$ cat src/rtl/decode_issue_ctrl_pkg.sv
// Shared decode-stage types: RV32 base opcodes, issue FSM states, register-use flags.
package decode_issue_ctrl_pkg;

    typedef logic [6:0] opcode_t;

    localparam opcode_t OPCODE_LUI     = 7'b0110111;
    localparam opcode_t OPCODE_AUIPC   = 7'b0010111;
    localparam opcode_t OPCODE_JAL     = 7'b1101111;
    localparam opcode_t OPCODE_JALR    = 7'b1100111;
    localparam opcode_t OPCODE_BRANCH  = 7'b1100011;
    localparam opcode_t OPCODE_LOAD    = 7'b0000011;
    localparam opcode_t OPCODE_STORE   = 7'b0100011;
    localparam opcode_t OPCODE_REG_IMM = 7'b0010011;
    localparam opcode_t OPCODE_REG_REG = 7'b0110011;

    typedef enum logic [1:0] {
        RUN   = 2'd0,
        STALL = 2'd1,
        HOLD  = 2'd2,
        FLUSH = 2'd3
    } issue_state_t;

    typedef struct packed {
        logic use_rs1;
        logic use_rs2;
        logic use_rd;
    } reg_use_t;

endpackage

$ cat src/rtl/decode_issue_ctrl_reg_use.sv
// Purpose: maps an opcode to the register operands it reads/writes.
// Latency: purely combinational, zero cycles.
// Backpressure: none; unknown opcodes report no operand use.
module reg_use_decode
    import decode_issue_ctrl_pkg::*;
(
    input  logic [6:0] opcode,
    output reg_use_t   reg_use
);

    always_comb begin
        reg_use = '0;
        case (opcode_t'(opcode))
            OPCODE_REG_REG: reg_use = '{use_rs1: 1'b1, use_rs2: 1'b1, use_rd: 1'b1};
            OPCODE_REG_IMM,
            OPCODE_LOAD,
            OPCODE_JALR:    reg_use = '{use_rs1: 1'b1, use_rs2: 1'b0, use_rd: 1'b1};
            OPCODE_STORE,
            OPCODE_BRANCH:  reg_use = '{use_rs1: 1'b1, use_rs2: 1'b1, use_rd: 1'b0};
            OPCODE_LUI,
            OPCODE_AUIPC,
            OPCODE_JAL:     reg_use = '{use_rs1: 1'b0, use_rs2: 1'b0, use_rd: 1'b1};
            default:        reg_use = '0;
        endcase
    end

endmodule

$ cat src/rtl/decode_issue_ctrl.sv
// Purpose: decode->execute issue control with register-busy scoreboard (RAW/WAW stall, flush squash).
// Latency: fire in cycle N gives issue_valid in N+1; a same-cycle writeback releases a hazard.
// Backpressure: issue slot held while ex_ready=0; id_ready drops. DECODE_ISSUE_STATS_EN adds stall_count.
module decode_issue_ctrl
    import decode_issue_ctrl_pkg::*;
#(
    parameter int NUM_REGS   = 32,
    parameter int REG_ADDR_W = 5,
    parameter int STAT_W     = 32
) (
    input  logic                  clk,
    input  logic                  rst_n,
    input  logic                  id_valid,
    input  logic [6:0]            id_opcode,
    input  logic [REG_ADDR_W-1:0] id_rs1,
    input  logic [REG_ADDR_W-1:0] id_rs2,
    input  logic [REG_ADDR_W-1:0] id_rd,
    output logic                  id_ready,
    input  logic                  ex_ready,
    output logic                  issue_valid,
    input  logic                  wb_valid,
    input  logic [REG_ADDR_W-1:0] wb_rd,
    input  logic                  flush,
    output logic [NUM_REGS-1:0]   busy_regs
`ifdef DECODE_ISSUE_STATS_EN
    ,
    output logic [STAT_W-1:0]     stall_count
`endif
);

    reg_use_t reg_use;

    reg_use_decode u_reg_use_decode (
        .opcode  (id_opcode),
        .reg_use (reg_use)
    );

    logic [NUM_REGS-1:0]   busy_q, busy_d;
    logic                  issue_valid_q, issue_valid_d;
    logic [REG_ADDR_W-1:0] slot_rd_q, slot_rd_d;
    issue_state_t          state_q, state_d;

    logic [NUM_REGS-1:0]   wb_mask;
    logic [NUM_REGS-1:0]   busy_eff;
    logic                  hazard;
    logic                  fire;

    always_comb begin
        wb_mask  = wb_valid ? (NUM_REGS'(1) << wb_rd) : '0;
        busy_eff = busy_q & ~wb_mask;
        hazard   = (reg_use.use_rs1 && (id_rs1 != '0) && busy_eff[id_rs1]) ||
                   (reg_use.use_rs2 && (id_rs2 != '0) && busy_eff[id_rs2]) ||
                   (reg_use.use_rd  && (id_rd  != '0) && busy_eff[id_rd]);
        id_ready = rst_n && !flush && (state_q != FLUSH) && !hazard &&
                   (!issue_valid_q || ex_ready);
        fire     = id_valid && id_ready;
    end

    always_comb begin
        busy_d        = busy_eff;
        issue_valid_d = issue_valid_q;
        slot_rd_d     = slot_rd_q;

        if (flush) begin
            issue_valid_d = 1'b0;
            // Squashed slot will never write back, so release its destination.
            if (issue_valid_q && !ex_ready && (slot_rd_q != '0)) begin
                busy_d[slot_rd_q] = 1'b0;
            end
        end else if (fire) begin
            issue_valid_d = 1'b1;
            slot_rd_d     = reg_use.use_rd ? id_rd : '0;
            if (reg_use.use_rd && (id_rd != '0)) begin
                busy_d[id_rd] = 1'b1;
            end
        end else if (ex_ready) begin
            issue_valid_d = 1'b0;
        end
    end

    always_comb begin
        state_d = RUN;
        if (flush) begin
            state_d = FLUSH;
        end else if (state_q == FLUSH) begin
            state_d = RUN;
        end else if (hazard && id_valid) begin
            state_d = STALL;
        end else if (issue_valid_q && !ex_ready) begin
            state_d = HOLD;
        end
    end

    always_ff @(posedge clk) begin
        if (!rst_n) begin
            busy_q        <= '0;
            issue_valid_q <= 1'b0;
            slot_rd_q     <= '0;
            state_q       <= RUN;
        end else begin
            busy_q        <= busy_d;
            issue_valid_q <= issue_valid_d;
            slot_rd_q     <= slot_rd_d;
            state_q       <= state_d;
        end
    end

    assign busy_regs   = busy_q;
    assign issue_valid = issue_valid_q;

`ifdef DECODE_ISSUE_STATS_EN
    logic [STAT_W-1:0] stall_count_q, stall_count_d;

    always_comb begin
        stall_count_d = stall_count_q;
        if (((state_q == STALL) || (state_q == HOLD)) && (stall_count_q != '1)) begin
            stall_count_d = stall_count_q + STAT_W'(1);
        end
    end

    always_ff @(posedge clk) begin
        if (!rst_n) begin
            stall_count_q <= '0;
        end else begin
            stall_count_q <= stall_count_d;
        end
    end

    assign stall_count = stall_count_q;
`else
    logic unused_stat_w;
    assign unused_stat_w = (STAT_W != 0);
`endif

endmodule
$ cat config.mk
export PLATFORM = sky130hd
export DESIGN_NAME = decode_issue_ctrl
export DESIGN_NICKNAME = d
export VERILOG_FILES = /design/src/rtl/decode_issue_ctrl_pkg.sv /design/src/rtl/decode_issue_ctrl_reg_use.sv /design/src/rtl/decode_issue_ctrl.sv
export SDC_FILE = /design/constraint.sdc
export NUM_CORES = 1
export LEC_CHECK = 0
export CAP_MARGIN = 30
export CORE_ASPECT_RATIO = 2
export CORE_UTILIZATION = 54
export CTS_BUF_LIST = sky130_fd_sc_hd__clkbuf_2 sky130_fd_sc_hd__clkbuf_4 sky130_fd_sc_hd__clkbuf_8
export DETAILED_ROUTE_END_ITERATION = 16
export PLACE_DENSITY = 0.89
export SKIP_LAST_GASP = 1
export SLEW_MARGIN = 25
export SYNTH_ARGS = -nofsm -noshare
export SYNTH_HDL_FRONTEND = slang
export SYNTH_SLANG_ARGS = --single-unit
$ cat constraint.sdc
create_clock -name clk -period 3.9 [get_ports clk]
set_input_delay 0.78 -clock clk [delete_from_list [all_inputs] [get_ports clk]]
set_output_delay 0.78 -clock clk [all_outputs]
set_load 0.005 [all_outputs]
==> results.sh, run 1 <==
export IMPL_status="aborted with a tool error"
export IMPL_stop_stage="global routing (5_1_grt)"
export IMPL_error="[ERROR GRT-0116] Global routing finished with congestion. Check the congestion regions in the DRC Viewer."
export IMPL_synthDistinctLibCells=64
export IMPL_synth_seq_area_share_pct=23.9
export IMPL_ios=67
export IMPL_portBuffers=66
export IMPL_clockRootBuffer="clkbuf_8"
export IMPL_grt_overflow_total=70
export IMPL_syn_nets=482
export IMPL_synth_flop_cell="dfxtp_1"
export IMPL_ys_seq_elements=40
export IMPL_rows=40
export IMPL_async_flop_share_pct=0
export IMPL_gp_congestion=1.29
export IMPL_grt_pass1_wl_um=33600
export IMPL_synth_area_leaders="dfxtp_1, nand2_1, mux2i_1"
export IMPL_grt_pass1_vias=5786
export IMPL_synth_top_cell_area_share_pct=23.9
export IMPL_netlist_instances=449
export IMPL_place_hpwl_um=12600
export IMPL_synthTopCellsByCount="nand2_1, o21ai_0, dfxtp_1"
export IMPL_hold_buffers=0
export IMPL_cts_buffers=5
export IMPL_syn_area_mm2=0.00334
export IMPL_cts_htree_levels=2
export IMPL_grtUsageTotal_pct=67.9
export IMPL_synth_edf_count=0
export IMPL_syn_area_per_cell_um2=7.45
export IMPL_yosysWarnings=0
export IMPL_die_w_um=57.7
export IMPL_clockBufferDepth=2
export IMPL_cts_sinks=40
export IMPL_grt_max_degree=39
export IMPL_die_h_um=113
export IMPL_synth_most_common_cell="nand2_1"
export IMPL_synth_top_area_cell="dfxtp_1"
export IMPL_start_util_pct=55.7
## routing by layer
layer	GRT usage (%)	GRT overflow
met5	11.8	0
met2	90.5	29
met1	66.3	1
met3	42.6	0
met4	71.0	40
## timing repair
action	4_1_cts
setup endpoints to repair	1
gates resized for setup	46
setup buffers	5
cloned	1
pin swaps	12
## through the flow
stage               instance area [um2]  setup WS [ns]  TNS [ns]  std cells  hold slack [ns]
detailed placement                 4870         -0.793     -1.26        668            0.503
floorplan                          3340          0.318         0        449            0.459
global placement                   4870         -0.760    -0.780        668            0.472
CTS                                5130         0.0188         0        681            0.516
## kinds of logic after synthesis
logic type,Yosys count,synth area share (%)
xor+xnor,3,0.786
mux,29,9.99
simple gates,185,29.1
flops,40,23.9
compound gates,153,31.4
buf+inv,39,4.79
==> inputs of run 2 (changes only) <==
CORE_ASPECT_RATIO = unset   (was 2)
CORE_UTILIZATION = 40   (was 54)
CTS_BUF_LIST = unset   (was sky130_fd_sc_hd__clkbuf_2 sky130_fd_sc_hd__clkbuf_4 sky130_fd_sc_hd__clkbuf_8)
PLACE_DENSITY = unset   (was 0.89)
PLACE_DENSITY_LB_ADDON = 0.15   (was unset)
==> results.sh, run 2 <==
export IMPL_crit_path_end_kind="primary output"
export IMPL_p_leak_nw=2.11
export IMPL_p_per_area_mw_per_mm2=186
export IMPL_syn_area_mm2=0.00334
export IMPL_clk_pin_slew_ns=0.08
export IMPL_cts_htree_levels=2
export IMPL_p_int_mw=0.733
export IMPL_stdcell_count=751
export IMPL_rows=32
export IMPL_crit_arrival_ns=3.09
export IMPL_place_hpwl_um=12600
export IMPL_p_sw_mw=0.288
export IMPL_die_h_um=93.4
export IMPL_utilization_pct=69.6
export IMPL_cts_buffers=5
export IMPL_layout_common_cells="buf_4, nand2_1, clkdlybuf4s50_1"
export IMPL_synth_area_leaders="dfxtp_1, nand2_1, mux2i_1"
export IMPL_slew_violations=0
export IMPL_grt_max_degree=39
export IMPL_grt_pass1_wl_um=24500
export IMPL_synthTopCellsByCount="nand2_1, o21ai_0, dfxtp_1"
export IMPL_synthDistinctLibCells=64
export IMPL_path_class="in -> out"
export IMPL_grtUsageTotal_pct=37.7
export IMPL_multi_input_area_mm2=0.00256
export IMPL_netlist_instances=449
export IMPL_syn_nets=482
export IMPL_synth_top_area_cell="dfxtp_1"
export IMPL_clock_latency_ns=0.29
export IMPL_synth_edf_count=0
export IMPL_dr_pass1_iters=5
export IMPL_grt_overflow_total=0
export IMPL_seq_area_um2=801
export IMPL_antenna_found_initial=0
export IMPL_drtIter0Drc=297
export IMPL_finalCriticalPeriod_ns=3.87
export IMPL_portBuffers=66
export IMPL_start_util_pct=42.4
export IMPL_hp_class="reg -> reg"
export IMPL_swShare_pct=28.2
export IMPL_gp_congestion=1.10
export IMPL_cts_sinks=40
export IMPL_critPathMaxFanout=5
export IMPL_nets=681
export IMPL_ant_nets=0
export IMPL_ys_seq_elements=40
export IMPL_ios=67
export IMPL_critPathMaxStageDelay_ns=0.32
export IMPL_post_route_period_util_pct=99.3
export IMPL_route_detailed_drc=0
export IMPL_synth_seq_area_share_pct=23.9
export IMPL_coreArea_mm2=0.00789
export IMPL_status="finished clean"
export IMPL_routed_via_density=6.22
export IMPL_synth_top_cell_area_share_pct=23.9
export IMPL_hold_buffers=0
export IMPL_route_vias_total=4672
export IMPL_fin_skew_ns=0.00530
export IMPL_finalPower_mw=1.02
export IMPL_largest_register_ff_count=32
export IMPL_seqPwrFrac_pct=40.2
export IMPL_cts_tree="done"
export IMPL_vdd_drop_max_v=0.000247
export IMPL_relSlewSlack_pct=43.0
export IMPL_fmax_mhz=258
export IMPL_drive_above_1_share_pct=33.7
export IMPL_die_area_mm2=0.00873
export IMPL_synth_most_common_cell="nand2_1"
export IMPL_grt_pass1_vias=4512
export IMPL_final_common_cell="buf_4"
export IMPL_routedWlPerCell_um=21.8
export IMPL_dp_cells=734
export IMPL_crit_chain="buf_2, buf_4, nand4b_1, buf_6, o21ai_1, buf_4, o21ai_1, nor4_2, nand3_2, a31oi_4, and2_4, and3b_1, buf_2"
export IMPL_hold_viol=0
export IMPL_async_flop_share_pct=0
export IMPL_wl_um=16400
export IMPL_drv_cap=0
export IMPL_clockRootBuffer="clkbuf_8"
export IMPL_clockBufferDepth=2
export IMPL_setup_viol_count_final=0
export IMPL_worst_pin_slew_ns=0.852
export IMPL_antennaDiodeCount=0
export IMPL_crit_required_ns=3.12
export IMPL_comb_power_share_pct=26.7
export IMPL_start_kind="primary input"
export IMPL_die_w_um=93.4
export IMPL_area_delta_synth_final_pct=64.2
export IMPL_syn_area_per_cell_um2=7.45
export IMPL_synth_flop_cell="dfxtp_1"
export IMPL_slowest_stage="nor4_2"
export IMPL_fillers=678
export IMPL_yosysWarnings=0
export IMPL_pwr_share_clk_pct=33.1
run 2: layout make-up:
| class | count | area share [%] |
|---|---|---|
| tap | 102 | 2.32 |
| timing repair buffer | 223 | 34.0 |
| clock inverter | 2 | 0.638 |
| inverter | 8 | 0.547 |
| multi-input combinational | 370 | 46.6 |
| sequential | 40 | 14.6 |
| clock buffer | 6 | 1.32 |
run 2: kinds of logic after synthesis:
group,share of synthesized area [%]
muxes,9.99
and+or+nand+nor,29.1
xor gates and xnor gates,0.786
buffers and inverters,4.79
DFF,23.9
AOI/OAI and AO/OA,31.4
run 2: power by group through the flow:
| stage | logic (mW) | registers [mW] | clock network, mW |
|---|---|---|---|
| finish | 0.272 | 0.411 | 0.338 |
| global route | 0.287 | 0.411 | 0.358 |
| CTS | 0.262 | 0.411 | 0.342 |
| detailed placement | 0.248 | 0.420 | 0 |
| global placement | 0.247 | 0.420 | 0 |
| floorplan | 0.0988 | 0.420 | 0 |
run 2: what timing repair did:
item	CTS	global route
gates resized for setup	73	21
setup buffers	7	2
pin swaps	17	10
endpoints found under the setup margin	1	1
cloned	0	0
run 2: worst paths after layout:
path | from | depth (start not counted) | slack, ns | to
min reg2reg | slot_rd_q[4]$_SDFFE_PN0P_ | 2 | 0.51 | slot_rd_q[4]$_SDFFE_PN0P_
min | slot_rd_q[4]$_SDFFE_PN0P_ | 2 | 0.51 | slot_rd_q[4]$_SDFFE_PN0P_
max | wb_rd[4] | 13 | 0.03 | id_ready
max reg2reg | busy_regs[18]$_SDFF_PN0_ | 12 | 1.19 | busy_regs[23]$_SDFF_PN0_
run 2: through the flow:
step                setup slack, ns  hold WS [ns]  instance area [um2]  TNS (ns)
floorplan                     0.318         0.459                 3340         0
global placement             -0.862         0.482                 5130    -0.862
detailed placement           -0.872         0.496                 5130    -0.877
CTS                        -0.00390         0.507                 5410  -0.00390
global route               -0.00122         0.542                 5490  -0.00122
finish                       0.0279         0.508                 5490         0
run 2: metal layers:
layer / track usage [%] / vias up / wire length, um
met5: 0 / - / 0
met4: 19.1 / 0 / 780
met3: 5.93 / 58 / 1420
met2: 61.0 / 272 / 7350
met1: 48.3 / 2220 / 6810
li1: - / 2122 / -
run 2: critical path, delay by kind of cell:
family	cells	cell delay (ns)
compound gates	3	0.42
simple gates	5	1.11
buf+inv	5	0.78
(Power assumes the default switching activity.)
